--- config.mk ---
export PLATFORM = sky130hd
export DESIGN_NAME = bram_stream_loader_flat
export DESIGN_NICKNAME = d
export VERILOG_FILES = /design/src/rtl/bram_stream_loader_if.sv /design/src/rtl/bram_stream_loader.sv /design/src/flat_wrapper.sv
export SDC_FILE = /design/constraint.sdc
export NUM_CORES = 1
export LEC_CHECK = 0
export ABC_AREA = 1
export BUFFER_PORTS_ARGS = -buffer_cell sky130_fd_sc_hd__clkbuf_2
export CORE_MARGIN = 5
export CORE_UTILIZATION = 24
export DETAILED_ROUTE_END_ITERATION = 6
export PLACE_DENSITY_LB_ADDON = 0.12
export SYNTH_ARGS = -nofsm -noshare
export SYNTH_HDL_FRONTEND = slang
export SYNTH_SLANG_ARGS = --single-unit
export TNS_END_PERCENT = 1
--- constraint.sdc ---
create_clock -name s00_axis_aclk -period 1.3 [get_ports s00_axis_aclk]
set_input_delay 0.26 -clock s00_axis_aclk [delete_from_list [all_inputs] [get_ports s00_axis_aclk]]
set_output_delay 0.26 -clock s00_axis_aclk [all_outputs]
set_load 0.02 [all_outputs]
--- src/rtl/bram_stream_loader_if.sv ---
// AXI-Stream pixel beat bundle between a population source and the BRAM loader.
// One beat carries nine direction lanes, packed {null, n, ne, e, se, s, sw, w, nw}.
interface bram_stream_loader_if #(
  parameter int DATA_WIDTH = 16
);
  logic [9*DATA_WIDTH-1:0]   tdata;
  logic [9*DATA_WIDTH/8-1:0] tstrb;
  logic                      tvalid;
  logic                      tlast;
  logic                      tready;

  modport master (
    output tdata,
    output tstrb,
    output tvalid,
    output tlast,
    input  tready
  );

  modport slave (
    input  tdata,
    input  tstrb,
    input  tvalid,
    input  tlast,
    output tready
  );
endinterface

--- src/rtl/bram_stream_loader.sv ---
// Receives one frame of lattice populations over AXI-Stream and writes it into
// the nine per-direction BRAMs of the LBM solver, one pixel per beat.
// The write port is registered: an accepted beat appears on wr_* one cycle later,
// so the last write of a frame lines up with the frame_loaded pulse.
module bram_stream_loader #(
  parameter int DATA_WIDTH    = 16,
  parameter int DEPTH         = 2500,
  parameter int ADDRESS_WIDTH = 12
) (
  input  logic                     s00_axis_aclk,
  input  logic                     s00_axis_aresetn,
  bram_stream_loader_if.slave      s00_axis,
  input  logic                     load_enable,
  input  logic                     err_clear,
  output logic                     wr_en,
  output logic [ADDRESS_WIDTH-1:0] wr_addr,
  output logic [DATA_WIDTH-1:0]    wr_null,
  output logic [DATA_WIDTH-1:0]    wr_n,
  output logic [DATA_WIDTH-1:0]    wr_ne,
  output logic [DATA_WIDTH-1:0]    wr_e,
  output logic [DATA_WIDTH-1:0]    wr_se,
  output logic [DATA_WIDTH-1:0]    wr_s,
  output logic [DATA_WIDTH-1:0]    wr_sw,
  output logic [DATA_WIDTH-1:0]    wr_w,
  output logic [DATA_WIDTH-1:0]    wr_nw,
  output logic                     loading,
  output logic                     frame_loaded,
  output logic                     err_early_last,
  output logic                     err_missing_last
);

  localparam logic [ADDRESS_WIDTH-1:0] LAST_ADDR = ADDRESS_WIDTH'(DEPTH - 1);

  typedef enum logic [1:0] {
    IDLE    = 2'd0,
    RECEIVE = 2'd1,
    DONE    = 2'd2
  } state_t;

  state_t                         r_state;
  logic [ADDRESS_WIDTH-1:0]       r_count;
  logic                           r_tready;
  logic                           r_wr_en;
  logic [ADDRESS_WIDTH-1:0]       r_wr_addr;
  logic [8:0][DATA_WIDTH-1:0]     r_lanes;
  logic                           r_loading;
  logic                           r_frame_loaded;
  logic                           r_err_early_last;
  logic                           r_err_missing_last;

  logic                           w_accept;
  logic                           w_unused;

  // Partial strobes are not supported, so tstrb is deliberately left unused.
  assign w_unused = ^s00_axis.tstrb;
  assign w_accept = s00_axis.tvalid && r_tready;

  // Frame FSM, beat counter, registered BRAM write port and sticky error flags.
  // Error clears are applied first so a same-cycle error event overrides them.
  always_ff @(posedge s00_axis_aclk) begin
    if (!s00_axis_aresetn) begin
      r_state            <= IDLE;
      r_count            <= '0;
      r_tready           <= 1'b0;
      r_wr_en            <= 1'b0;
      r_wr_addr          <= '0;
      r_lanes            <= '0;
      r_loading          <= 1'b0;
      r_frame_loaded     <= 1'b0;
      r_err_early_last   <= 1'b0;
      r_err_missing_last <= 1'b0;
    end else begin
      r_wr_en        <= 1'b0;
      r_frame_loaded <= 1'b0;
      if (err_clear) begin
        r_err_early_last   <= 1'b0;
        r_err_missing_last <= 1'b0;
      end
      case (r_state)
        IDLE: begin
          if (load_enable) begin
            r_state   <= RECEIVE;
            r_count   <= '0;
            r_tready  <= 1'b1;
            r_loading <= 1'b1;
          end
        end
        RECEIVE: begin
          if (w_accept) begin
            r_wr_en   <= 1'b1;
            r_wr_addr <= r_count;
            r_lanes   <= s00_axis.tdata;
            if (r_count == LAST_ADDR) begin
              r_state        <= DONE;
              r_tready       <= 1'b0;
              r_loading      <= 1'b0;
              r_frame_loaded <= 1'b1;
              if (!s00_axis.tlast) begin
                r_err_missing_last <= 1'b1;
              end
            end else if (s00_axis.tlast) begin
              r_state          <= IDLE;
              r_tready         <= 1'b0;
              r_loading        <= 1'b0;
              r_err_early_last <= 1'b1;
            end else begin
              r_count <= r_count + 1'b1;
            end
          end
        end
        DONE: begin
          r_state <= IDLE;
        end
        default: begin
          r_state   <= IDLE;
          r_tready  <= 1'b0;
          r_loading <= 1'b0;
        end
      endcase
    end
  end

  assign s00_axis.tready  = r_tready;
  assign wr_en            = r_wr_en;
  assign wr_addr          = r_wr_addr;
  assign wr_nw            = r_lanes[0];
  assign wr_w             = r_lanes[1];
  assign wr_sw            = r_lanes[2];
  assign wr_s             = r_lanes[3];
  assign wr_se            = r_lanes[4];
  assign wr_e             = r_lanes[5];
  assign wr_ne            = r_lanes[6];
  assign wr_n             = r_lanes[7];
  assign wr_null          = r_lanes[8];
  assign loading          = r_loading;
  assign frame_loaded     = r_frame_loaded;
  assign err_early_last   = r_err_early_last;
  assign err_missing_last = r_err_missing_last;

endmodule
--- src/flat_wrapper.sv ---
// flat-port wrapper written by rule: the top's interface ports become plain ports
module bram_stream_loader_flat 
#(
  parameter int DATA_WIDTH    = 16,
  parameter int DEPTH         = 2500,
  parameter int ADDRESS_WIDTH = 12
)
  (s00_axis_aclk, s00_axis_aresetn, load_enable, err_clear, wr_en, wr_addr, wr_null, wr_n, wr_ne, wr_e, wr_se, wr_s, wr_sw, wr_w, wr_nw, loading, frame_loaded, err_early_last, err_missing_last, s00_axis_tdata, s00_axis_tstrb, s00_axis_tvalid, s00_axis_tlast, s00_axis_tready);
  bram_stream_loader_if #(.DATA_WIDTH(DATA_WIDTH)) s00_axis_i ();
  input  logic s00_axis_aclk;
  input  logic s00_axis_aresetn;
  input  logic load_enable;
  input  logic err_clear;
  output logic wr_en;
  output logic [ADDRESS_WIDTH-1:0] wr_addr;
  output logic [DATA_WIDTH-1:0] wr_null;
  output logic [DATA_WIDTH-1:0] wr_n;
  output logic [DATA_WIDTH-1:0] wr_ne;
  output logic [DATA_WIDTH-1:0] wr_e;
  output logic [DATA_WIDTH-1:0] wr_se;
  output logic [DATA_WIDTH-1:0] wr_s;
  output logic [DATA_WIDTH-1:0] wr_sw;
  output logic [DATA_WIDTH-1:0] wr_w;
  output logic [DATA_WIDTH-1:0] wr_nw;
  output logic loading;
  output logic frame_loaded;
  output logic err_early_last;
  output logic err_missing_last;
  input wire logic [$bits(s00_axis_i.tdata)-1:0] s00_axis_tdata;
  input wire logic [$bits(s00_axis_i.tstrb)-1:0] s00_axis_tstrb;
  input wire logic [$bits(s00_axis_i.tvalid)-1:0] s00_axis_tvalid;
  input wire logic [$bits(s00_axis_i.tlast)-1:0] s00_axis_tlast;
  output wire logic [$bits(s00_axis_i.tready)-1:0] s00_axis_tready;
  assign s00_axis_i.tdata = s00_axis_tdata;
  assign s00_axis_i.tstrb = s00_axis_tstrb;
  assign s00_axis_i.tvalid = s00_axis_tvalid;
  assign s00_axis_i.tlast = s00_axis_tlast;
  assign s00_axis_tready = s00_axis_i.tready;
  bram_stream_loader #(.DATA_WIDTH(DATA_WIDTH), .DEPTH(DEPTH), .ADDRESS_WIDTH(ADDRESS_WIDTH)) u_core (.s00_axis_aclk(s00_axis_aclk), .s00_axis_aresetn(s00_axis_aresetn), .s00_axis(s00_axis_i), .load_enable(load_enable), .err_clear(err_clear), .wr_en(wr_en), .wr_addr(wr_addr), .wr_null(wr_null), .wr_n(wr_n), .wr_ne(wr_ne), .wr_e(wr_e), .wr_se(wr_se), .wr_s(wr_s), .wr_sw(wr_sw), .wr_w(wr_w), .wr_nw(wr_nw), .loading(loading), .frame_loaded(frame_loaded), .err_early_last(err_early_last), .err_missing_last(err_missing_last));
endmodule
Word level (Yosys, flattened, before mapping)
Index checks and enable logic that the tools add are counted.

Bits of input ports: 168. Output and inout port bits: 162. Bits in registers: 175. Logic and storage cells: 63.

Muxes and demuxes: 27. Add/sub/neg operators: 1. Bitwise logic cells: 1. Equality and inequality tests: 8. Reductions and logical operators: 9.

Operators with widths (count): $mux W12 (4); $pmux W12 S2 (1); $mux W1 (16); $add A12 B1 Y12 const B (1); $eq A12 B12 Y1 const B (1); $mux W2 (4); $ne A2 B2 Y1 const B (3); $reduce_and A3 Y1 (2); $reduce_and A5 Y1 (1); $pmux W2 S2 (1); $reduce_and A2 Y1 (2); $reduce_and A4 Y1 (1); $ne A3 B2 Y1 const B (1); $pmux W1 S3 (1); $eq A2 B1 Y1 const B (1); $eq A2 B2 Y1 const B (1); $logic_not A2 Y1 (1); $ne A2 B1 Y1 const B (1); $reduce_bool A2 Y1 (1); $logic_and A1 B1 Y1 (1); $not A1 Y1 (1).

Longest topological paths before layout
Gate-level depths: netlist of run 1.

Depth in word-level cells: 5. Mapped depth: 10. Mapped depth without buffers: 10.

Least setup slack after synthesis of run 1
Ideal clock, no wire load.

Path type: reg2reg. Start: register u_core.r_tready, in the netlist u_core.s00_axis.tready. End: register u_core.r_lanes, in the netlist u_core.wr_e[0]. Data arrival time: 1.299 ns. Data required time: 1.184 ns. Stages on the path, launching flop included: 8. Setup slack: -0.115 ns. Period minus slack after synthesis: 1.415 ns. Setup time: 0.116 ns. Cell sequence: dfxtp_1 > nand2_1 > nor2_8 > inv_4 > buf_4 > buf_6 > nor2_1 > nor2_1.

Longest elaborated chain between the ends: 2.

RTL lines: from (decl) (line bram_stream_loader.sv:42) `logic r_tready;`; from (signal assigned) (line bram_stream_loader.sv:64) `r_tready <= 1'b0;`; from (signal assigned) (line bram_stream_loader.sv:84) `r_tready <= 1'b1;`; from (signal assigned) (line bram_stream_loader.sv:95) `r_tready <= 1'b0;`; $logic_and A1 B1 Y1 (line bram_stream_loader.sv:56) `assign w_accept = s00_axis.tvalid && r_tready;`; $reduce_and A2 Y1 (no line); to (signal assigned) (line bram_stream_loader.sv:92) `r_lanes <= s00_axis.tdata;`; to (decl) (line bram_stream_loader.sv:45) `logic [8:0][DATA_WIDTH-1:0] r_lanes;`.

No other way between the ends. A chain may end at the register's enable or synchronous reset.

Worst setup path in the final report of run 1
Start: register u_core.r_count[0]. End: register u_core.r_count[8].

Longest elaborated chain between the ends: 5.

RTL lines: from (decl) (line bram_stream_loader.sv:41) `logic [ADDRESS_WIDTH-1:0] r_count;`; from (signal assigned) (line bram_stream_loader.sv:107) `r_count <= r_count + 1'b1;`; $add A12 B1 Y12 (line bram_stream_loader.sv:107); $mux W12 (line bram_stream_loader.sv:101) `end else if (s00_axis.tlast) begin`; $mux W12 (line bram_stream_loader.sv:93) `if (r_count == LAST_ADDR) begin`; $mux W12 (line bram_stream_loader.sv:89) `if (w_accept) begin`; $pmux W12 S2 (line bram_stream_loader.sv:79) `case (r_state)`.

Several ways; a longest one is shown, not always the timed one. The select of a mux whose other input is x is not followed.

==> run metrics, run 1 <==
Arrival @ worst endpoint=1.70 ns; Distinct cells, synth=29; die area=0.03069 mm2; clock sinks=175; Seq/Total Area, Yosys=0.5350; Worst-path clk slew=0.07 ns; DP Area=0.008808 mm2; largest stage delay on the critical path=around 0.36 ns; final hold vios=0; Max Buffers Root-to-Sink=2; Clock Latency Late Sink=0.42 ns; slew margin rel.=0.7492; Post-synth EDFFs=0; met2 Use GR=0.2407; fmax=between 700 and 800 MHz; H-Tree Depth=4; Final Skew=between 0.01 and 0.015 ns; fin area=0.009743 mm2; final max-slew violation count=0; Critical-path top delay cell=dfxtp_4; Final setup viols=88; CTS Hold Bufs=0; placed insts=1503; Cells after Synth=846; CTS Buf Count=17; leak pwr=a little under 5 nW; drt total wl=between 20 and 25 mm; maxcap violations=0; Crit Path Class=flop to flop; # DRC=0; global-route wire length before repair=35.04 mm; Ys Warns=0; Congestion Overflow GR=0; met1 usage=0.1697; synthesized flop and latch total=around 180; Antenna Cells=0; ys async rst share=0; Die H=175.2 um; DP Wirelength=16.51 mm; Post-Syn Nets=1015; Mapped Area=0.006549 mm2; GRT Total Usage=0.1411; fin nets=~1400; IO Pins=330; Worst VDD drop=0.9248 mV; met3 usage=0.04846; Hold Path Class=input port to flop; Non-Filler Instances=approximately 1500; RSZ-0062 raised after global routing=yes; Clock Tree Root=clkbuf_16; Initial Util=0.2437; Initial DRC Count=213; ys flop type=dfxtp_1; Startpoint Class=flop; CP required=1.64 ns; CTS tree=done; routed via count=around 6500; gr busiest metal=met2; part of the cycle the worst path needs=1.041; # port buffers=311; largest net degree at the start of global routing=54; failing checks=setup timing; top cells by area, synth=dfxtp_1 53%, nor2_1 18%, o21ai_0 10%, nand2_1 3.2%, buf_6 2.6%; DR WL/cell=14.71 um; final worst slack=-0.05333 ns; Slew @ Worst Pin=about 0.38 ns; Core Util, Final=0.3625; CORE AREA=around 0.027 mm2; vias per cell=about 4.2; ANT nets after route=0; number of global-route vias before repair=6318; gpl congestion=0.7985; Synth top area share=0.5350; layout cells sized above 1=0.3933; Layout area overhead=48.78%; sequence of cells on the critical path=ha_4 -> nand2_2 -> nor2_4 -> inv_2 -> nor2_4 -> nand3b_1 -> nand2_1 -> nand2_1 -> a21oi_1; run status=complete, but fails checks; Min Clock Period, post-route=1.353 ns; FP Rows=60; PD cells=around 1200 mW/mm2; CP Max Fanout=4; Die W=175.2 um; area leader, netlist=dfxtp_1; Avg Inst Size Synth=7.741 um2; Critical Path Sink Type=flop; TritonRoute pass-1 iters=4; initial antenna violation count=0
-- report_power, final --
| group | switching, mW | internal [mW] | leakage (nW) | total, mW |
|---|---|---|---|---|
| registers | 0.0786 | 5.51 | 1.42 | 5.59 |
| logic | 0.706 | 0.517 | 3.12 | 1.22 |
| clock network | 2.45 | 2.79 | 0.284 | 5.24 |
-- cell type report --
cell class,count,area [um2]
Inverter,21,86.33
Clock buffer,19,442.9
Tap cell,341,426.7
Fill cell,2921,17130
Timing Repair Buffer,377,2316
Clock inverter,13,147.6
Sequential cell,175,3528
Multi-Input combinational cell,595,2795
-- repair_timing --
| item | in CTS | in global routing |
|---|---|---|
| resized for setup | 28 | 63 |
| buffers inserted | 0 | 6 |
| cloned | 1 | 0 |
| endpoints found under the setup margin | 173 | 169 |
| pin swaps | 9 | 25 |
-- critical path: cells and delay by family (launching register included) --
kind            cells  cell delay [ns]
flops               1             0.36
buf+inv             1             0.06
fa+ha+maj           1             0.17
compound gates      1             0.13
simple gates        6             0.56
-- stage by stage --
| stage | power, mW | hold slack [ns] | TNS, ns | setup WS (ns) |
|---|---|---|---|---|
| floorplan | 6.278 | 0.3949 | -0.06162 | -0.04597 |
| global placement | 6.871 | 0.4659 | -14.19 | -0.1551 |
| detailed placement | 6.868 | 0.4628 | -16.92 | -0.1751 |
| CTS | 12.23 | 0.03075 | -0.4162 | -0.02840 |
| global route | 12.62 | 0.02817 | -13.47 | -0.1454 |
| finish | 12.05 | 0.04124 | -2.030 | -0.05333 |
-- flip-flops by register name, summed over array words and instances, names as in the netlist --
| register | flops |
|---|---|
| u_core.wr_ne | 16 |
| u_core.wr_en | 1 |
| u_core.wr_n | 16 |
| u_core.wr_se | 16 |
| u_core.r_count | 12 |
| u_core.wr_w | 16 |
| u_core.s00_axis.tready | 1 |
| u_core.wr_e | 16 |
| u_core.err_early_last | 1 |
| u_core.wr_nw | 16 |
| u_core.frame_loaded | 1 |
| u_core.err_missing_last | 1 |
| u_core.wr_null | 16 |
| u_core.wr_sw | 16 |
| u_core.wr_s | 16 |
| u_core.wr_addr | 12 |
| u_core.r_state | 2 |
-- kinds of logic after synthesis --
logic type / share of synthesized area
xor gates and xnor gates: 0.001338
DFF: 0.5350
and+or+nand+nor: 0.2553
AOI/OAI and AO/OA: 0.1383
buffers and inverters: 0.06821
adders and majority gates: 0.001910
-- synth_stat cells, types with 2 or more instances --
library cell and n:
nor2_1 321, dfxtp_1 175, o21ai_0 137, nand2_1 56, a21oi_1 23, clkbuf_1 21, o21ai_1 21, inv_1 19
buf_6 15, buf_2 13, nand3_1 13, buf_4 6, nand3_2 4, nand4_1 4, inv_4 2, nand3b_1 2
nor3b_1 2
-- layer usage --
layer | wire, um | part of all wire | vias to the layer above
met3 | 1527 | 0.067 | 20
met1 | 9668 | 0.43 | 2927
met5 | 0 | 0 | -
met4 | 384 | 0.017 | 0
li1 | - | - | 3403
met2 | 11090 | 0.49 | 179
-- cells in the final DEF (no fill, tap or decap), types with 2 or more instances in the layout --
cell,instances
nand2_2,8
inv_6,5
nand2_1,48
dfxtp_2,8
clkinv_4,2
inv_2,3
inv_1,16
clkbuf_16,17
nor2_1,307
buf_12,15
nor2_2,9
dfxtp_1,163
buf_4,40
nand3_2,6
clkbuf_2,308
nand2_4,3
clkinvlp_4,2
buf_6,13
nor2_4,7
o21ai_0,130
inv_8,3
o21ai_1,27
dfxtp_4,4
a21oi_2,4
nand3b_1,2
a21oi_1,19
nand3_1,8
nand4_1,4
nand3_4,3
-- worst paths after layout --
kind         cells past startpoint  slack [ns]                     from                       to
max                              9       -0.05        u_core.r_count[0]        u_core.r_count[8]
min                              3        0.04       s00_axis_tdata[31]          u_core.wr_w[15]
max reg2reg                      9       -0.05        u_core.r_count[0]        u_core.r_count[8]
min reg2reg                      2        0.47  u_core.err_missing_last  u_core.err_missing_last
Power figures use the tool's default switching activity.
==> run 2: changes to the inputs <==
Settings changed: ABC_AREA 1 to 0.
==> run metrics, run 2 <==
number of global-route vias before repair=6146 (-2.7%); clock sinks=175 (unchanged); Max Buffers Root-to-Sink=2 (unchanged); final max-slew violation count=0 (unchanged); most common cell after layout, fill and taps aside=nand2_1; Distinct cells, synth=42 (+45%); Seq/Total Area, Yosys=0.5546 (+0.01960); Post-synth EDFFs=0 (unchanged); Congestion Overflow GR=0 (unchanged); Core Util, Final=0.3751 (+0.01262); GRT Total Usage=0.1411 (about the same); initial antenna violation count=0 (unchanged); ANT nets after route=0 (unchanged); fin nets=1318 (-2.8%); Worst VDD drop=0.8653 mV (-6.4%); maxcap violations=0 (unchanged); die area=0.02967 mm2 (-3.3%); Crit Path Class=flop to flop; fin area=0.009748 mm2 (about the same); count leader, synth=nand2_1; fmax=641.0 MHz (-13%); layout cells sized above 1=0.4225 (+0.02921); IO Pins=330 (unchanged); DR WL/cell=14.92 um (+1.4%); Hold Path Class=input port to flop; synth cell count leaders=319 x nand2_1, 175 x dfxtp_1, 163 x a21oi_1, 31 x clkbuf_1, 21 x buf_2; CP Max Fanout=7 (+3); CP required=1.62 ns (-0.02 ns); largest net degree at the start of global routing=75 (+39%); # port buffers=311 (unchanged); routed via count=6495 (-0.52%); Min Clock Period, post-route=1.560 ns (+0.2066 ns); Synth top area share=0.5546 (+0.01960); PD cells=1190 mW/mm2 (-3.8%); Final Skew=0.01442 ns (+0.001467 ns); fill count=2786 (-4.6%); final worst slack=-0.2600 ns (-0.2066 ns); DP Wirelength=16.77 mm (+1.6%); top cells by area, synth=dfxtp_1 55%, nand2_1 19%, a21oi_1 13%, clkbuf_1 1.8%, buf_2 1.7%; Avg Inst Size Synth=7.936 um2 (+2.5%); Initial Util=0.2431 (-0.0005541); ys flop type=dfxtp_1; failing checks=setup timing; final hold vios=0 (unchanged); gpl congestion=0.7715 (-3.4%); area of the multi-input gates=0.002781 mm2 (-0.49%); DP Area=0.008897 mm2 (+1.0%); CTS Hold Bufs=0 (unchanged); Slew @ Worst Pin=0.4329 ns (+0.05704 ns); TritonRoute pass-1 iters=4 (unchanged); CORE AREA=0.02598 mm2 (-3.3%); Die H=172.2 um (-1.7%); Worst-path clk slew=0.08 ns (about the same); area leader, netlist=dfxtp_1; # DRC=0 (unchanged); Post-Syn Nets=965 (-4.9%); register area=0.003520 mm2 (-0.25%); global-route wire length before repair=33.49 mm (-4.4%); FP Rows=59 (-1.7%); Layout area overhead=54.31%; vias per cell=4.339 (+2.4%); ys async rst share=0 (unchanged); most frequent cells in the layout=315 x nand2_1, 308 x clkbuf_2, 168 x dfxtp_1, 124 x a21oi_1, 58 x buf_4; Arrival @ worst endpoint=1.88 ns (+0.18 ns); RSZ-0062 raised after global routing=yes; H-Tree Depth=4 (unchanged); part of the cycle the worst path needs=1.200 (+0.1590); Cells after Synth=796 (-5.9%); Ys Warns=0 (unchanged); Final setup viols=150 (+70%); Clock Tree Root=clkbuf_16; Initial DRC Count=283 (+33%); run status=complete, but fails checks; synthesized flop and latch total=175 (unchanged); Clock Latency Late Sink=0.42 ns (about the same); CTS tree=done; Startpoint Class=flop; DP Worst Slack=-0.3386 ns (-0.1635 ns); Critical Path Sink Type=flop; drt total wl=22.33 mm (-1.5%); leak pwr=4.093 nW (-15%); slew margin rel.=0.7114 (-0.03775); CTS Buf Count=17 (unchanged); Mapped Area=0.006317 mm2 (-3.5%); Die W=172.2 um (-1.7%); Antenna Cells=0 (unchanged)
run 2: power breakdown:
group          internal [mW]  switching (mW)  total [mW]
Sequential              5.46          0.0605        5.52
Combinational          0.474           0.592        1.07
Clock                   2.60            2.41        5.01
Total                   8.53            3.07        11.6
run 2: cell type report:
class                           instances  area share
Clock buffer                           19     0.04544
Sequential cell                       175      0.3611
Clock inverter                         13     0.01232
Multi-Input combinational cell        552      0.2853
Inverter                               11    0.004492
Timing Repair Buffer                  392      0.2484
Tap cell                              335     0.04300
run 2: kinds of logic after synthesis:
group,count (synthesis),share of synthesized area
fa+ha+maj,1,0.001980
mux,4,0.006536
simple gates,364,0.2371
compound gates,182,0.1505
flops,175,0.5546
buf+inv,70,0.04932
run 2: metrics by stage:
step / setup TNS (ns) / power (mW) / std cells / hold WS [ns]
finish: -14.40 / 11.60 / 1497 / 0.05284
global route: -26.16 / 12.13 / 1497 / 0.02595
CTS: -18.46 / 11.79 / 1497 / 0.02407
detailed placement: -29.48 / 6.675 / 1463 / 0.4454
global placement: -26.94 / 6.674 / 1463 / 0.4412
floorplan: -18.00 / 6.083 / 796 / 0.3960
run 2: worst max-delay path: stages, from the launching register on:
cell and delay [ns]:
dfxtp_2 0.35, ha_4 0.14, nor4b_4 0.30, and4_4 0.35, nor3b_2 0.06, mux2_2 0.26
run 2: what timing repair did:
action / CTS / global route
endpoints found under the hold margin: 0 / 0
pin swaps: 11 / 7
endpoints found under the setup margin: 177 / 175
buffers inserted: 1 / 0
gates cloned: 1 / 0
gates resized for setup: 15 / 63
run 2: path summary, 6_finish.rpt:
path	cells past startpoint	slack, ns	end	start
min	3	0.05	u_core.wr_e[1]	s00_axis_tdata[81]
max reg2reg	5	-0.26	u_core.r_count[2]	u_core.r_count[1]
max	5	-0.26	u_core.r_count[2]	u_core.r_count[1]
min reg2reg	2	0.45	u_core.wr_ne[12]	u_core.wr_ne[12]
run 2: routing by layer:
metal / wire, um / GRT usage / share of wire / vias up
li1: - / - / - / 3321
met1: 10060 / 0.1854 / 0.45 / 2961
met2: 10060 / 0.2255 / 0.45 / 203
met3: 2071 / 0.05304 / 0.093 / 10
met4: 138 / 0.02427 / 0.0062 / 0
met5: 0 / 0 / 0 / -
==> run 3: changes to the inputs <==
Settings changed: PLACE_DENSITY_LB_ADDON 0.12 to not set.
==> run metrics, run 3 (synthesized netlist as in run 2, its figures left out) <==
run status=complete, but fails checks; failing checks=setup timing; global-route wire length before repair=31.35 mm (-6.4%); Initial Util=0.2431 (unchanged); Final setup viols=173 (+15%); area of the multi-input gates=0.002656 mm2 (-4.5%); layout cells sized above 1=0.3915 (-0.03102); Min Clock Period, post-route=1.569 ns (+0.009337 ns); Crit Path Class=flop to flop; maxcap violations=0 (unchanged); Final Skew=0.01322 ns (-0.001199 ns); final max-slew violation count=0 (unchanged); CP required=1.65 ns (+0.03 ns); drt total wl=20.61 mm (-7.7%); PD cells=1222 mW/mm2 (+2.7%); fin area=0.009588 mm2 (-1.6%); Critical Path Sink Type=flop; ANT nets after route=0 (unchanged); DP Wirelength=15.45 mm (-7.9%); Congestion Overflow GR=0 (unchanged); CP Max Fanout=7 (unchanged); CTS Buf Count=17 (unchanged); fmax=637.2 MHz (-0.59%); IO Pins=330 (unchanged); CTS tree=done; RSZ-0062 raised after global routing=yes; Die H=172.2 um (unchanged); Clock Tree Root=clkbuf_16; most common cell after layout, fill and taps aside=nand2_1; part of the cycle the worst path needs=1.207 (+0.007182); initial antenna violation count=0 (unchanged); FP Rows=59 (unchanged); Initial DRC Count=374 (+32%); number of global-route vias before repair=6177 (+0.50%); most frequent cells in the layout=318 x nand2_1, 309 x clkbuf_2, 168 x dfxtp_1, 158 x a21oi_1, 52 x buf_4; register area=0.003512 mm2 (-0.21%); gpl congestion=0.7606 (-1.4%); CORE AREA=0.02598 mm2 (unchanged); Slew @ Worst Pin=0.4523 ns (+0.01943 ns); H-Tree Depth=4 (unchanged); leak pwr=4.056 nW (-0.89%); Setup TNS Final=-10.24 ns (+4.164 ns); largest net degree at the start of global routing=92 (+23%); Layout area overhead=51.77%; GRT Total Usage=0.1305 (-0.01054); placed insts=1460 (-0.21%); DP Area=0.008837 mm2 (-0.67%); Startpoint Class=flop; slew margin rel.=0.6985 (-0.01295); setup repair bufs after CTS=0 (-1); Clock Latency Late Sink=0.42 ns (about the same); fill count=2743 (-1.5%); Die W=172.2 um (unchanged); die area=0.02967 mm2 (unchanged); Worst-path clk slew=0.07 ns (about the same); clock sinks=175 (unchanged); Antenna Cells=0 (unchanged); Worst VDD drop=0.5618 mV (-35%); CTS Hold Bufs=0 (unchanged); Arrival @ worst endpoint=1.92 ns (+0.04 ns); routed via count=6516 (+0.32%); Max Buffers Root-to-Sink=2 (unchanged); fin nets=1314 (-0.30%); Non-Filler Instances=1492 (-0.33%); Hold Path Class=input port to flop; vias per cell=4.367 (+0.66%); TritonRoute pass-1 iters=4 (unchanged); final hold vios=0 (unchanged); DR WL/cell=13.82 um (-7.4%); # port buffers=311 (unchanged); # DRC=0 (unchanged); final worst slack=-0.2693 ns (-0.009337 ns)
run 3: cell count changes in the layout (fill, tap and decap cells not counted), moves of 4 or more:
| cell | previous run | this run |
|---|---|---|
| a21oi_1 | 124 | 158 |
| buf_12 | 18 | 14 |
| a21oi_2 | 39 | 5 |
| buf_4 | 58 | 52 |
run 3: per-layer routing:
metal | share of wire | GRT usage | vias up | wire length, um
met5 | 0 | 0 | - | 0
met4 | 0.013 | 0.03623 | 0 | 267
met3 | 0.075 | 0.03704 | 23 | 1540
met2 | 0.48 | 0.2241 | 223 | 9896
met1 | 0.43 | 0.1604 | 2956 | 8907
li1 | - | - | 3314 | -
run 3: report_power, final:
group / total, mW / internal (mW) / leakage (nW) / switching (mW)
logic: 1.03 / 0.453 / 2.36 / 0.574
clock network: 5.17 / 2.88 / 0.281 / 2.29
registers: 5.52 / 5.46 / 1.42 / 0.0549
run 3: repair_timing:
action	in CTS	in global routing
gates cloned	1	0
resized for setup	29	11
setup endpoints to repair	176	176
pin swaps	13	3
run 3: critical path, cell delays in order, from the launching register on:
cell and delay (ns):
dfxtp_2 0.34, ha_4 0.16, nor4b_4 0.13, and4_4 0.21, or4_1 0.54, a21oi_2 0.13
run 3: path summary, 6_finish.rpt:
path	from	to	slack, ns	cells after the start
worst max-delay path	u_core.r_count[1]	u_core.r_count[9]	-0.27	5
worst min-delay path	s00_axis_tdata[81]	u_core.wr_e[1]	0.05	3
worst max register to register	u_core.r_count[1]	u_core.r_count[9]	-0.27	5
worst min register to register	u_core.wr_se[13]	u_core.wr_se[13]	0.45	2
run 3: layout make-up:
cell class	instances	share of cell area
clock buffers	18	0.04476
clock inverters	13	0.01618
inverters	11	0.004567
multi-input cells	552	0.2770
flip-flops and latches	175	0.3663
well taps	335	0.04372
repair buffers	388	0.2474
run 3: metrics by stage:
step,power [mW],setup WS (ns),util,hold slack [ns]
after floorplan,6.083,-0.2795,-,0.3960
after global placement,6.646,-0.2786,0.3401,0.4412
after detailed placement,6.650,-0.2945,0.3401,0.4464
after CTS,11.93,-0.2435,0.3674,0.02830
after global routing,12.27,-0.3484,0.3690,0.03335
final,11.71,-0.2693,0.3690,0.05330
